**src/rtl/video_cfg_ctrl.sv**
```systemverilog
// Configuration frame decoder for runtime video/audio settings. Scanline and offset
// writes land in shadow registers and commit on vsync start; volume ramps one step per fade tick.
module video_cfg_ctrl #(
    parameter logic [7:0] CMD_SCAN   = 8'h50,
    parameter logic [7:0] CMD_VOL    = 8'h51,
    parameter logic [7:0] CMD_HOFF   = 8'h52,
    parameter int         FADE_DIV   = 32000,
    parameter logic [1:0] VOL_RESET  = 2'd2,
    parameter logic [9:0] HOFF_RESET = 10'd70
) (
    input  logic       clk,
    input  logic       resetn,
    input  logic       mcu_start,
    input  logic       mcu_strobe,
    input  logic [7:0] mcu_data,
    input  logic       vs_n,
    output logic [1:0] scanlines,
    output logic [1:0] volume,
    output logic [9:0] h_offset,
    output logic       busy,
    output logic       cmd_err
);

    localparam int CW = (FADE_DIV > 2) ? $clog2(FADE_DIV) : 1;
    localparam logic [CW-1:0] FADE_LAST = CW'(FADE_DIV - 1);

    typedef enum logic [1:0] {S_IDLE, S_CMD, S_PAY0, S_PAY1} state_t;
    typedef enum logic [1:0] {K_SCAN, K_VOL, K_HOFF, K_NONE} kind_t;

    state_t        state_q, state_d;
    kind_t         kind_q, kind_d;
    kind_t         cmd_kind;
    logic [7:0]    hoff_lo_q;
    logic [1:0]    scan_shadow_q;
    logic [9:0]    hoff_shadow_q;
    logic [1:0]    vol_tgt_q;
    logic          pending_q;
    logic          vs_prev_q;
    logic [CW-1:0] fade_cnt_q;
    logic [1:0]    scanlines_q;
    logic [1:0]    volume_q;
    logic [9:0]    h_offset_q;
    logic          cmd_err_q;

    logic scan_wr, vol_wr, hoff_lo_wr, hoff_wr, bad_cmd;
    logic vs_fall, fade_tick;

    assign vs_fall   = vs_prev_q & ~vs_n;
    assign fade_tick = (fade_cnt_q == FADE_LAST);

    always_comb begin
        case (mcu_data)
            CMD_SCAN: cmd_kind = K_SCAN;
            CMD_VOL:  cmd_kind = K_VOL;
            CMD_HOFF: cmd_kind = K_HOFF;
            default:  cmd_kind = K_NONE;
        endcase
    end

    // A start pulse always restarts the frame; a strobe on that same cycle is the command byte.
    always_comb begin
        state_d    = state_q;
        kind_d     = kind_q;
        scan_wr    = 1'b0;
        vol_wr     = 1'b0;
        hoff_lo_wr = 1'b0;
        hoff_wr    = 1'b0;
        bad_cmd    = 1'b0;
        if (mcu_start || (mcu_strobe && state_q == S_CMD)) begin
            state_d = S_CMD;
            if (mcu_strobe) begin
                if (cmd_kind == K_NONE) begin
                    bad_cmd = 1'b1;
                    state_d = S_IDLE;
                end else begin
                    kind_d  = cmd_kind;
                    state_d = S_PAY0;
                end
            end
        end else if (mcu_strobe) begin
            case (state_q)
                S_PAY0: begin
                    state_d = S_IDLE;
                    case (kind_q)
                        K_SCAN:  scan_wr = 1'b1;
                        K_VOL:   vol_wr  = 1'b1;
                        K_HOFF: begin
                            hoff_lo_wr = 1'b1;
                            state_d    = S_PAY1;
                        end
                        default: state_d = S_IDLE;
                    endcase
                end
                S_PAY1: begin
                    hoff_wr = 1'b1;
                    state_d = S_IDLE;
                end
                default: state_d = state_q;
            endcase
        end
    end

    always_ff @(posedge clk) begin
        if (!resetn) begin
            state_q       <= S_IDLE;
            kind_q        <= K_NONE;
            hoff_lo_q     <= 8'd0;
            scan_shadow_q <= 2'd0;
            hoff_shadow_q <= HOFF_RESET;
            vol_tgt_q     <= VOL_RESET;
            pending_q     <= 1'b0;
            vs_prev_q     <= 1'b1;
            fade_cnt_q    <= '0;
            scanlines_q   <= 2'd0;
            volume_q      <= VOL_RESET;
            h_offset_q    <= HOFF_RESET;
            cmd_err_q     <= 1'b0;
        end else begin
            state_q   <= state_d;
            kind_q    <= kind_d;
            cmd_err_q <= bad_cmd;
            vs_prev_q <= vs_n;
            if (hoff_lo_wr) hoff_lo_q     <= mcu_data;
            if (scan_wr)    scan_shadow_q <= mcu_data[1:0];
            if (vol_wr)     vol_tgt_q     <= mcu_data[1:0];
            if (hoff_wr)    hoff_shadow_q <= {mcu_data[1:0], hoff_lo_q};

            // Commit uses the pre-edge shadows, so a same-edge write stays pending for the next vsync.
            if (vs_fall) begin
                scanlines_q <= scan_shadow_q;
                h_offset_q  <= hoff_shadow_q;
            end
            if (scan_wr || hoff_wr)
                pending_q <= 1'b1;
            else if (vs_fall)
                pending_q <= 1'b0;

            fade_cnt_q <= fade_tick ? '0 : fade_cnt_q + 1'b1;
            if (fade_tick) begin
                if (volume_q < vol_tgt_q)
                    volume_q <= volume_q + 2'd1;
                else if (volume_q > vol_tgt_q)
                    volume_q <= volume_q - 2'd1;
            end
        end
    end

    assign scanlines = scanlines_q;
    assign volume    = volume_q;
    assign h_offset  = h_offset_q;
    assign cmd_err   = cmd_err_q;
    assign busy      = (state_q != S_IDLE) | pending_q | (volume_q != vol_tgt_q);

endmodule

```
**config.mk**
```make
export PLATFORM = sky130hd
export DESIGN_NAME = video_cfg_ctrl
export DESIGN_NICKNAME = d
export VERILOG_FILES = /design/src/rtl/video_cfg_ctrl.sv
export SDC_FILE = /design/constraint.sdc
export NUM_CORES = 1
export LEC_CHECK = 0
export ABC_AREA = 1
export BUFFER_PORTS_ARGS = -buffer_cell sky130_fd_sc_hd__clkbuf_2
export CAP_MARGIN = 10
export CORE_ASPECT_RATIO = 1.2
export CORE_MARGIN = 3
export CORE_UTILIZATION = 46
export DETAILED_ROUTE_END_ITERATION = 7
export GPL_TIMING_DRIVEN = 0
export PLACE_DENSITY_LB_ADDON = 0.2
export SLEW_MARGIN = 20
export SYNTH_ARGS = -nofsm -noshare
export SYNTH_HDL_FRONTEND = slang
export SYNTH_SLANG_ARGS = --single-unit
export TNS_END_PERCENT = 1
```
**constraint.sdc**
```tcl
create_clock -name clk -period 1.7 [get_ports clk]
set_clock_uncertainty 0.15 [all_clocks]
set_input_delay 0.17 -clock clk [delete_from_list [all_inputs] [get_ports clk]]
set_output_delay 0.17 -clock clk [all_outputs]
set_load 0.01 [all_outputs]
```
* Word level (Yosys, flattened, before mapping)
Index checks and enable logic that the tools add are counted.
** Word-level totals
- Register bits :: 58
- Bits in latches :: 0
- RAM bits :: 0
- Bits in read-only memories :: 0
- Bits of input ports :: 13
- Output and inout port bits :: 16
- Logic and storage cells :: 76
- Memories kept :: 0
** Operators by class
- Add/subtract/negate cells :: 3
- $mul :: 0
- Div/mod/pow operators :: 0
- Magnitude comparators :: 2
- Equality and inequality tests :: 11
- Shift-type cells :: 0
- Multiplexer cells :: 27
- Bitwise operators :: 6
- Reduce and logical (&&, ||, !) cells :: 14
** Operator list (number)
- 8-bit by 7-bit == test with 1-bit output (second input constant) :: 3
- 1-bit 2-to-1 mux :: 18
- 15-bit by 1-bit adder with 15-bit output (second input constant) :: 1
- 15-bit == test (second input constant) :: 1
- 2-bit 2-to-1 mux :: 7
- 2-bit == test (second input constant) :: 4
- 2-bit nonzero test :: 4
- 2-bit one-hot mux with 3 select lines :: 1
- 3-bit AND reduction :: 2
- 2-bit by 1-bit == test with 1-bit output (second input constant) :: 2
- 2-bit one-hot mux with 2 select lines :: 1
- 2-bit AND reduction :: 2
- 1-bit inverter :: 3
- 3-bit nonzero test :: 1
- 2-bit by 1-bit adder with 2-bit output (second input constant) :: 1
- 2-bit greater-than comparator :: 1
- 2-bit logical NOT :: 1
- 1-bit logical OR :: 2
- 2-bit < comparator :: 1
- 2-bit inequality test :: 1
- 1-bit OR :: 2
- 2-bit OR reduction :: 1
- 2-bit by 1-bit subtractor with 2-bit output (second input constant) :: 1
- 1-bit bitwise AND :: 1
- 1-bit logical AND :: 1

* Longest topological paths before layout
Gate-level depths: netlist of run 1.
- Word-level depth :: 7
- Depth in mapped cells :: 11
- Depth with buffers taken out :: 11

* Worst setup path before layout of run 1
OpenSTA, ideal clock, no wires.
- Kind :: register -> register
- Start :: reg fade_cnt_q[0]
- End :: reg fade_cnt_q[6]
- Library setup time :: 0.115 ns
- Data arrival time :: 1.211 ns
- Data required time :: 1.435 ns
- Slack :: 0.224 ns
- Cell stages (with the launch flop) :: 8
- Buffers on the path :: 1
- Clock period less this slack :: 1.476 ns
- Cells stage by stage :: dfxtp_1 ha_1 nand3_4 nor2_4 nand2_4 nand2_4 buf_12 nor2_2
** Between the ends
- Longest elaborated chain between the ends :: 2
- Elaborated cells between the ends (all ways) :: 3
** RTL lines
- start, declared :: RTL line 39 : logic [CW-1:0] fade_cnt_q;
- start signal, assigned :: RTL line 138 : fade_cnt_q <= fade_tick ? '0 : fade_cnt_q + 1'b1;
- parallel branches: the longest is 2 deep, another holds 15-bit by 1-bit adder with 15-bit output
Several ways; the timed one is not identified.
A chain may end at the register's enable or synchronous reset.

* Worst setup path after layout of run 1
- Start :: reg volume_q[0], in the netlist volume[0]
- End :: out busy
** Between the ends
- Longest elaborated chain between the ends :: 2
** RTL lines
- start, declared :: RTL line 41 : logic [1:0] volume_q;
- start signal, assigned :: RTL line 141 : volume_q <= volume_q + 2'd1;
- start signal, assigned :: RTL line 143 : volume_q <= volume_q - 2'd1;
- 2-bit inequality test :: RTL line 152 : assign busy = (state_q != S_IDLE) | pending_q | (volume_q != vol_tgt_q);
- 1-bit OR :: RTL line 152
- end, declared :: RTL line 20 : output logic busy,
No other way between the ends.

==> results.sh, run 1 <==
export IMPL_drc=0
export IMPL_dieArea_mm2=0.006415
export IMPL_intPower_mw=2.208
export IMPL_worstSetupPathType="reg -> out"
export IMPL_utilization_pct=59.39
export IMPL_gp_congestion=0.8037
export IMPL_cts_buffer_depth=2
export IMPL_portBuffers=28
export IMPL_synth_cells=339
export IMPL_maxSlewHeadroom_pct=65.65
export IMPL_n_fill_cell=504
export IMPL_period_share_pct=96.85
export IMPL_total_power_mw=2.858
export IMPL_power_density_mw_per_mm2=940.9
export IMPL_async_flop_share_pct=0
export IMPL_first_global_vias=2057
export IMPL_cts_tree="done"
export IMPL_initial_core_util_pct=49.34
export IMPL_finalHoldViolations=0
export IMPL_crit_start="volume[0]$_SDFFE_PN0P_"
export IMPL_worst_r2r_endpoint="fade_cnt_q[6]$_SDFF_PP0_"
export IMPL_critPathCapture="busy"
export IMPL_cts_buffers=9
export IMPL_min_period_ps=1647
export IMPL_hp_class="in -> reg"
export IMPL_multi_input_area_mm2=0.001184
export IMPL_clock_power_share_pct=43.7
export IMPL_synth_ff_type="dfxtp_1"
export IMPL_max_cap_viol_count=0
export IMPL_required_ps=1380
export IMPL_area_delta_synth_final_pct=20.38
export IMPL_irDropWorstVdd_mv=0.4943
export IMPL_sw_frac_of_total_pct=22.76
export IMPL_reg2reg_from="fade_cnt_q[1]$_SDFF_PP0_"
export IMPL_drt_first_iter_violations=97
export IMPL_core_area_mm2=0.005115
export IMPL_final_nets=404
export IMPL_antenna_found_initial=0
export IMPL_cts_sinks=58
export IMPL_root_buffer="clkbuf_8"
export IMPL_synth_edff_count=0
export IMPL_htree_levels=3
export IMPL_die_w_um=73.62
export IMPL_syn_area_per_cell_um2=7.444
export IMPL_finalSetupViolCount=0
export IMPL_die_height_um=87.14
export IMPL_crit_path_max_fanout=4
export IMPL_pwr_share_comb_pct=6.8
export IMPL_ys_types=28
export IMPL_ios=29
export IMPL_worst_slew_pin_slew_ps=515.2
export IMPL_wl_per_cell_um=11.53
export IMPL_vias=2224
export IMPL_ant_nets=0
export IMPL_leakage_nw=1.304
export IMPL_ff_latch_area_mm2=0.001166
export IMPL_synth_seq_area_share_pct=46.01
export IMPL_ys_seq_elements=58
export IMPL_routed_wl_um=5198
export IMPL_netlist_area_mm2=0.002524
export IMPL_max_freq_mhz=607.3
export IMPL_clk_pin_slew_ps=60
export IMPL_drv_slew=0
export IMPL_cp_end_kind="primary output"
export IMPL_grt_pass1_wl_um=8804
export IMPL_rows=28
export IMPL_drtPass1Iterations=4
export IMPL_drive_gt1_share_pct=19.44
export IMPL_grt_usage_pct=17.94
export IMPL_clock_latency_ps=330
export IMPL_vias_per_cell=4.931
export IMPL_worstPathArrival_ps=1330
export IMPL_rsz0062_at_grt="true"
export IMPL_power_switching_mw=0.6507
export IMPL_status="finished clean"
export IMPL_syn_num_nets=355
export IMPL_r2r_cells=7
export IMPL_grt_overflow_total=0
export IMPL_diodes=0
export IMPL_regToRegSetupSlack_ps=130
export IMPL_seqPwrFrac_pct=49.6
export IMPL_grt_max_degree=11
export IMPL_hpwl_um=3830
export IMPL_startpoint_type="register"
export IMPL_yosysWarnings=0
[cell type report]
class	instances	area share (%)
multi-input combinational	241	38.96
sequential	58	38.39
timing repair buffer	38	7.908
clock buffer	11	4.984
inverter	31	3.830
tap	60	2.471
buffer	9	2.142
clock inverter	3	1.318
[layout by cell type (no fill, tap or decap), drive strengths merged]
cell type	netlist	routed
or2	2	2
inv	31	31
nand4	5	5
dfxtp	58	58
ha	3	3
clkinv	0	2
nand3b	3	3
nor3	4	4
nand3	29	29
xnor2	2	2
nor2	60	60
o21ai	23	23
dlygate4sd3	0	10
xor2	2	2
buf	3	3
a21oi	26	26
bufinv	0	1
clkbuf	6	45
nand2	82	82
[power groups by stage]
| stage | Sequential (mW) | Combinational (mW) | Clock, mW |
|---|---|---|---|
| after global routing | 1.42 | 0.219 | 1.34 |
| after global placement | 1.45 | 0.175 | 0 |
| after detailed placement | 1.45 | 0.178 | 0 |
| after floorplan | 1.45 | 0.102 | 0 |
| after CTS | 1.42 | 0.197 | 1.28 |
| final | 1.42 | 0.194 | 1.25 |
[registers in the layout, summed over array words and instances, names as in the netlist]
| name | flops |
|---|---|
| cmd_err | 1 |
| scan_shadow_q | 2 |
| hoff_shadow_q | 10 |
| state_q | 2 |
| vol_tgt_q | 2 |
| scanlines | 2 |
| pending_q | 1 |
| vs_prev_q | 1 |
| h_offset | 10 |
| kind_q | 2 |
| fade_cnt_q | 15 |
| volume | 2 |
| hoff_lo_q | 8 |
[Yosys cell counts, types with 2 or more instances]
| library cell | instances | area (µm²) |
|---|---|---|
| nand3b_1 | 3 | 22.52 |
| nor2_2 | 10 | 62.56 |
| dfxtp_1 | 58 | 1161 |
| o21ai_0 | 22 | 110.1 |
| a21oi_1 | 22 | 110.1 |
| or2_2 | 2 | 12.51 |
| nand2_4 | 2 | 22.52 |
| clkbuf_1 | 6 | 22.52 |
| xor2_1 | 2 | 17.52 |
| nand3_1 | 27 | 135.1 |
| buf_6 | 2 | 22.52 |
| nand4_1 | 5 | 31.28 |
| nor3_1 | 2 | 10.01 |
| inv_1 | 30 | 112.6 |
| ha_1 | 3 | 37.54 |
| xnor2_1 | 2 | 17.52 |
| nor2_1 | 49 | 183.9 |
| nand2_1 | 79 | 296.5 |
| a21oi_2 | 4 | 35.03 |
[critical path: stages, from the launching register on]
cell	delay, ps
dfxtp_2	340
inv_2	60
ha_1	270
nand2_1	60
nor2_1	90
nand2_1	60
clkbuf_2	120
[stage by stage]
stage,setup slack (ps),area [µm²],hold WS (ps),TNS (ps),std cells
floorplan,223.9,2524,114.1,0,339
global placement,85.51,2739,220.0,0,427
detailed placement,80.00,2739,219.1,0,427
CTS,15.07,3032,10.27,0,451
global route,-10.95,3038,36.67,-10.95,451
finish,53.50,3038,25.11,0,451
[kinds of logic after synthesis]
| group | count (synthesis) | share of synthesized area, % |
|---|---|---|
| fa+ha+maj | 3 | 1.488 |
| xor+xnor | 4 | 1.388 |
| flops | 58 | 46.01 |
| simple gates | 185 | 33.61 |
| buf+inv | 40 | 7.189 |
| compound gates | 49 | 10.31 |
[layer usage]
layer  wire (µm)  global-route usage (%)  share of wire [%]
met2        2530                   28.95                 49
met4          99                   11.70                1.9
met3         190                   3.580                3.7
met1        2377                   21.29                 46
met5           0                       0                  0
[how the worst min path moves through the flow]
stage	start	to	slack, ps	cells past startpoint
global route	resetn	state_q[1]$_SDFFE_PN0P_	40	3
detailed placement	vs_n	vs_prev_q$_SDFF_PN1_	220	3
global placement	vs_n	vs_prev_q$_SDFF_PN1_	220	3
CTS	resetn	state_q[1]$_SDFFE_PN0P_	10	3
finish	resetn	state_q[1]$_SDFFE_PN0P_	30	3
floorplan	mcu_strobe	state_q[0]$_SDFFE_PN0P_	110	1
[what timing repair did]
action | 4_1_cts | 5_1_grt
cloned | 0 | 0
buffers inserted | 0 | 0
hold buffers | 10 | 0
endpoints found under the hold margin | 15 | 0
resized for setup | 2 | 4
endpoints found under the setup margin | 1 | 11
Power figures use the tool's default switching activity.
==> run 2: changes to the inputs <==
--- a/config.mk
+++ b/config.mk
@@ -5,12 +5,11 @@
 export SDC_FILE = /design/constraint.sdc
 export NUM_CORES = 1
 export LEC_CHECK = 0
-export ABC_AREA = 1
 export BUFFER_PORTS_ARGS = -buffer_cell sky130_fd_sc_hd__clkbuf_2
 export CAP_MARGIN = 10
 export CORE_ASPECT_RATIO = 1.2
 export CORE_MARGIN = 3
-export CORE_UTILIZATION = 46
+export CORE_UTILIZATION = 30
 export DETAILED_ROUTE_END_ITERATION = 7
 export GPL_TIMING_DRIVEN = 0
 export PLACE_DENSITY_LB_ADDON = 0.2
==> run 2 against run 1 <==
Effect of this change:
- the run now ends with negative setup slack left
- register-to-register slack lost 330 ps
- total power grew 15%
- first-iteration DRC count shrank 55%
- non-clock buffer count grew 3
- die area grew 39%
- via count shrank 12%
- synthesized area shrank 7.4%
- routed wire length grew 1.3%
==> results.sh, run 2 <==
export IMPL_max_freq_mhz=526.1
export IMPL_finalSetupViolCount=13
export IMPL_die_w_um=86.56
export IMPL_final_cell_mix="51 x nand2_1, 47 x dfxtp_1, 30 x nor2_1"
export IMPL_regToRegSetupSlack_ps=-200
export IMPL_required_ps=1810
export IMPL_dp_slack_ps=-299.2
export IMPL_hpwl_um=3666
export IMPL_hold_start="mcu_data[1]"
export IMPL_routed_wl_um=5267
export IMPL_reg2reg_from="fade_cnt_q[9]$_SDFF_PP0_"
export IMPL_finalHoldViolations=0
export IMPL_clk_pin_slew_ps=70
export IMPL_r2r_cells=4
export IMPL_antenna_found_initial=0
export IMPL_gp_congestion=0.7940
export IMPL_intPower_mw=2.605
export IMPL_sw_frac_of_total_pct=20.62
export IMPL_power_density_mw_per_mm2=1071
export IMPL_cp_end_kind="register"
export IMPL_drive_gt1_share_pct=24.77
export IMPL_holdPathStages=3
export IMPL_grt_usage_pct=13.39
export IMPL_final_nets=334
export IMPL_maxSlewHeadroom_pct=66.06
export IMPL_yosysWarnings=0
export IMPL_power_switching_mw=0.6767
export IMPL_grt_pass1_wl_um=9149
export IMPL_drc=0
export IMPL_seqPwrFrac_pct=42.3
export IMPL_period_share_pct=111.8
export IMPL_clock_power_share_pct=53.2
export IMPL_pwr_share_comb_pct=4.4
export IMPL_ys_types=40
export IMPL_cts_tree="done"
export IMPL_cp_slowest_cell="or4_4"
export IMPL_hp_class="in -> reg"
export IMPL_die_height_um=102.7
export IMPL_first_global_vias=1946
export IMPL_post_place_cells=384
export IMPL_layout_commonest_cell="nand2_1"
export IMPL_vias_per_cell=4.753
export IMPL_root_buffer="clkbuf_8"
export IMPL_ys_seq_elements=58
export IMPL_rows=34
export IMPL_hold_slack_ps=30.64
export IMPL_syn_num_nets=283
export IMPL_yosysMostFrequentCell="dfxtp_1"
export IMPL_drt_first_iter_violations=44
export IMPL_worstPathArrival_ps=2010
export IMPL_synth_cells=267
export IMPL_fin_ws_ps=-200.8
export IMPL_synthTopCellsByCount="58 x dfxtp_1, 53 x nand2_1, 30 x nor2_1"
export IMPL_yosys_top_cells_area="dfxtp_1 50%, nand2_1 8.5%, mux2i_1 5.6%"
export IMPL_yosysTopAreaCell="dfxtp_1"
export IMPL_netlist_area_mm2=0.002336
export IMPL_vias=1963
export IMPL_max_cap_viol_count=0
export IMPL_portBuffers=27
export IMPL_cpPeakStageDelay_ps=460
export IMPL_min_period_ps=1901
export IMPL_drv_slew=0
export IMPL_dieArea_mm2=0.008886
export IMPL_synth_seq_area_share_pct=49.71
export IMPL_top_register="fade_cnt_q"
export IMPL_ant_nets=0
export IMPL_worst_slew_pin_slew_ps=506.4
export IMPL_hold_end="hoff_shadow_q[9]$_SDFFE_PN0P_"
export IMPL_largest_register_ffs=15
export IMPL_cts_buffer_depth=2
export IMPL_core_area_mm2=0.007402
export IMPL_ios=29
export IMPL_instances_no_fill=413
export IMPL_syn_area_per_cell_um2=8.749
export IMPL_status="complete, but fails checks"
export IMPL_drtPass1Iterations=4
export IMPL_violations="negative setup slack"
export IMPL_cts_buffers=9
export IMPL_wl_per_cell_um=12.75
export IMPL_async_flop_share_pct=0
export IMPL_cts_sinks=58
export IMPL_leakage_nw=1.240
export IMPL_rsz0062_at_grt="true"
export IMPL_yosysTopAreaCellShare_pct=49.71
export IMPL_synth_edff_count=0
export IMPL_crit_chain="or3b_1 -> or4_4 -> or3_1 -> a21oi_1"
export IMPL_crit_path_max_fanout=6
export IMPL_area_delta_synth_final_pct=31.23
export IMPL_irDropWorstVdd_mv=0.6645
export IMPL_grt_overflow_total=0
export IMPL_initial_core_util_pct=31.56
export IMPL_startpoint_type="register"
export IMPL_worst_r2r_endpoint="volume[0]$_SDFFE_PN0P_"
export IMPL_diodes=0
export IMPL_clock_latency_ps=340
export IMPL_worstSetupPathType="reg -> reg"
export IMPL_htree_levels=3
export IMPL_synth_ff_type="dfxtp_1"
export IMPL_grt_max_degree=12
export IMPL_total_power_mw=3.282
==> run 2: changes by cell type in the layout (fill, tap and decap cells not counted), sizes merged, moves of 4 or more <==
| cell | change |
|---|---|
| nand2 | -29 |
| mux2i | +13 |
| nand2b | +5 |
| nand3 | -19 |
| nor2 | -30 |
| buf | +7 |
| a21oi | -5 |
| xor2 | +5 |
| nor2b | +4 |
| inv | -26 |
| o21ai | -20 |
==> run 2: per-stage QoR <==
stage | utilization (%) | area, µm² | TNS [ps]
2_1_floorplan | - | 2357 | -1869
3_3_place_gp | 35.19 | 2605 | -3692
3_5_place_dp | 35.19 | 2605 | -3863
4_1_cts | 41.40 | 3064 | -1123
5_1_grt | 41.41 | 3065 | -2751
6_report | 41.41 | 3065 | -1002
==> run 2: critical path, delay by kind of cell, from the launching register on <==
kind             cells  cell delay, ps
AND/OR/NAND/NOR      3            1180
AO/OA/AOI/OAI        1             140
flip-flops           1             350
==> run 2: per-layer routing <==
| metal | share of wire (%) | GRT usage, % |
|---|---|---|
| met1 | 42 | 14.54 |
| met3 | 3.6 | 3.597 |
| met5 | 0 | 0 |
| met4 | 2.1 | 6.475 |
| met2 | 52 | 24.03 |
==> run 2: cell type report <==
type,count,area (µm²)
fill,765,4337
multi-input combinational,194,1185
sequential,58,1175
timing repair buffer,40,250.2
clock buffer,10,137.6
clock inverter,6,137.6
tap,90,112.6
buffer,10,48.80
inverter,5,18.77
==> run 2: worst max-delay path by stage <==
stage | from | to | cells after the start | slack [ps]
2_1_floorplan | fade_cnt_q[9]$_SDFF_PP0_ | volume[1]$_SDFFE_PN1P_ | 4 | -230
3_5_place_dp | fade_cnt_q[9]$_SDFF_PP0_ | volume[0]$_SDFFE_PN0P_ | 4 | -300
5_1_grt | fade_cnt_q[1]$_SDFF_PP0_ | volume[0]$_SDFFE_PN0P_ | 5 | -280
4_1_cts | vol_tgt_q[1]$_SDFFE_PN1P_ | busy | 5 | -220
3_3_place_gp | fade_cnt_q[9]$_SDFF_PP0_ | volume[1]$_SDFFE_PN1P_ | 4 | -290
6_report | fade_cnt_q[9]$_SDFF_PP0_ | volume[0]$_SDFFE_PN0P_ | 4 | -200
==> run 2: what timing repair did <==
action,4_1_cts,5_1_grt
endpoints found under the setup margin,19,29
setup buffers,6,0
resized for setup,21,3
pin swaps,3,1
endpoints found under the hold margin,7,0
hold buffers,7,0
==> run 2: cells by family (layout without fill, tap and decap cells) <==
logic type,count (synthesis),in the layout,synth area share [%]
AND/OR/NAND/NOR,132,132,27.58
flip-flops,58,58,49.71
AO/OA/AOI/OAI,33,33,8.088
buffers and inverters,15,71,2.464
multiplexers,14,14,6.052
XOR/XNOR,12,12,4.499
adder cells (fa/ha/maj),3,3,1.607
==> run 2: power groups by stage <==
stage	logic, mW	clock network, mW	registers, mW
6_report	0.146	1.75	1.39
4_1_cts	0.148	1.79	1.39
5_1_grt	0.167	1.84	1.39
3_3_place_gp	0.121	0	1.42
2_1_floorplan	0.0661	0	1.42
3_5_place_dp	0.122	0	1.42
==> run 3: changes to the inputs <==
==> constraint.sdc (replaced) <==
create_clock -name clk -period 2.4 [get_ports clk]
set_clock_uncertainty 0.15 [all_clocks]
set_input_delay 0.24 -clock clk [delete_from_list [all_inputs] [get_ports clk]]
set_output_delay 0.24 -clock clk [all_outputs]
set_load 0.01 [all_outputs]
==> run 3 against run 2 <==
Effect of this change:
- the flow now finishes without violations
- cell area down 7.0%
- critical path type unchanged
- critical path depth up 1
- clock-buffer cell count down 1
==> results.sh, run 3 (synthesis gave the netlist of run 2 again) <==
export IMPL_status="finished clean"
export IMPL_cp_end_kind="register"
export IMPL_max_cap_viol_count=0
export IMPL_hpwl_um=3685
export IMPL_cts_resized=0
export IMPL_initial_core_util_pct=31.56
export IMPL_drt_first_iter_violations=58
export IMPL_top_usage_layer="met2"
export IMPL_max_freq_mhz=473.8
export IMPL_grt_overflow_total=0
export IMPL_top_register="fade_cnt_q"
export IMPL_cts_buffer_depth=2
export IMPL_ios=29
export IMPL_drive_gt1_share_pct=15.87
export IMPL_total_power_mw=2.067
export IMPL_rows=34
export IMPL_dieArea_mm2=0.008886
export IMPL_portBuffers=27
export IMPL_routed_wl_um=5132
export IMPL_min_period_ps=2110
export IMPL_power_density_mw_per_mm2=724.8
export IMPL_hold_slack_ps=10.13
export IMPL_r2r_cells=5
export IMPL_gp_congestion=0.8020
export IMPL_irDropWorstVdd_mv=0.4728
export IMPL_diodes=0
export IMPL_area_delta_synth_final_pct=22.07
export IMPL_crit_chain="ha_1 -> nand3_2 -> or4_4 -> a21oi_1 -> mux2_2"
export IMPL_leakage_nw=1.152
export IMPL_cp_slowest_cell="or4_4"
export IMPL_required_ps=2480
export IMPL_hold_end="hoff_lo_q[4]$_SDFFE_PN0P_"
export IMPL_setup_tns_ps=0
export IMPL_maxSlewHeadroom_pct=44.19
export IMPL_use_met3_pct=3.917
export IMPL_gr_usage_met1_pct=14.69
export IMPL_cpPeakStageDelay_ps=610
export IMPL_drv_slew=0
export IMPL_largest_register_ffs=15
export IMPL_startpoint_type="register"
export IMPL_wl_per_cell_um=12.67
export IMPL_root_buffer="clkbuf_8"
export IMPL_regToRegSetupSlack_ps=290
export IMPL_antenna_found_initial=0
export IMPL_utilization_pct=38.52
export IMPL_rsz0062_at_grt="false"
export IMPL_die_w_um=86.56
export IMPL_reg2reg_from="fade_cnt_q[0]$_SDFF_PP0_"
export IMPL_grt_usage_pct=12.84
export IMPL_first_global_vias=1875
export IMPL_clk_pin_slew_ps=70
export IMPL_drtPass1Iterations=4
export IMPL_cts_buffers=9
export IMPL_grt_pass1_wl_um=8776
export IMPL_vias=1922
export IMPL_grtUsageMet2_pct=21.73
export IMPL_final_cell_mix="58 x dfxtp_1, 53 x nand2_1, 30 x nor2_1"
export IMPL_hold_start="mcu_data[4]"
export IMPL_layout_commonest_cell="dfxtp_1"
export IMPL_clock_latency_ps=340
export IMPL_ant_nets=0
export IMPL_cts_sinks=58
export IMPL_post_place_cells=384
export IMPL_final_nets=326
export IMPL_worstSetupPathType="reg -> reg"
export IMPL_holdPathStages=3
export IMPL_finalHoldViolations=0
export IMPL_core_area_mm2=0.007402
export IMPL_hp_class="in -> reg"
export IMPL_grt_max_degree=12
export IMPL_period_share_pct=87.94
export IMPL_finalSetupViolCount=0
export IMPL_vias_per_cell=4.746
export IMPL_drc=0
export IMPL_die_height_um=102.7
export IMPL_worstPathArrival_ps=2190
export IMPL_crit_path_max_fanout=7
export IMPL_cts_tree="done"
export IMPL_worst_r2r_endpoint="volume[1]$_SDFFE_PN1P_"
export IMPL_worst_slew_pin_slew_ps=825.6
export IMPL_htree_levels=3
export IMPL_instances_no_fill=405
-- run 3: cell types whose count changed in the layout (fill, tap and decap cells not counted), sizes merged --
cell,previous run,this run
buf,10,3
clkinv,2,3
dlygate4sd3,7,5
clkinvlp,0,2
bufinv,4,2
-- run 3: cell type report --
type | count | area (µm²)
Multi-Input combinational cell | 194 | 1117
Tap cell | 90 | 112.6
Clock inverter | 7 | 93.84
Fill cell | 797 | 4551
Sequential cell | 58 | 1161
Clock buffer | 9 | 123.9
Inverter | 5 | 18.77
Buffer | 10 | 38.79
Timing Repair Buffer | 32 | 185.2
-- run 3: routing by layer --
metal  up-vias  routed length [µm]
met2        33                2573
met3         7                 214
met1       888                2257
li1        994                   -
met4         0                  86
met5         -                   0
-- run 3: worst max-delay path, delay by kind of cell, from the launching register on --
| family | cells | cell delay (ps) |
|---|---|---|
| simple gates | 2 | 780 |
| mux | 1 | 340 |
| flops | 1 | 370 |
| compound gates | 1 | 150 |
| fa+ha+maj | 1 | 210 |
-- run 3: how the worst max path moves through the flow --
| stage | startpoint | end | slack [ps] |
|---|---|---|---|
| floorplan | fade_cnt_q[0]$_SDFF_PP0_ | volume[1]$_SDFFE_PN1P_ | 420 |
| global placement | fade_cnt_q[0]$_SDFF_PP0_ | volume[1]$_SDFFE_PN1P_ | 290 |
| detailed placement | fade_cnt_q[0]$_SDFF_PP0_ | volume[1]$_SDFFE_PN1P_ | 290 |
| CTS | volume[0]$_SDFFE_PN0P_ | busy | 270 |
| global route | fade_cnt_q[0]$_SDFF_PP0_ | volume[1]$_SDFFE_PN1P_ | 140 |
| finish | fade_cnt_q[0]$_SDFF_PP0_ | volume[1]$_SDFFE_PN1P_ | 290 |
-- run 3: repair_timing --
action,4_1_cts,5_1_grt
endpoints found under the hold margin,5,0
hold buffers,5,0
buffers inserted,0,0
-- run 3: through the flow --
step / setup WS (ps) / cell area (µm²)
after floorplan: 423.7 / 2336
after global placement: 292.4 / 2584
after detailed placement: 287.8 / 2584
after CTS: 266.9 / 2851
after global routing: 136.0 / 2851
final: 289.6 / 2851
-- run 3: where the power goes --
group | total (mW) | switching, mW | internal (mW)
Sequential | 0.983 | 0.00892 | 0.974
Clock | 0.995 | 0.413 | 0.582
Combinational | 0.0895 | 0.0546 | 0.0349
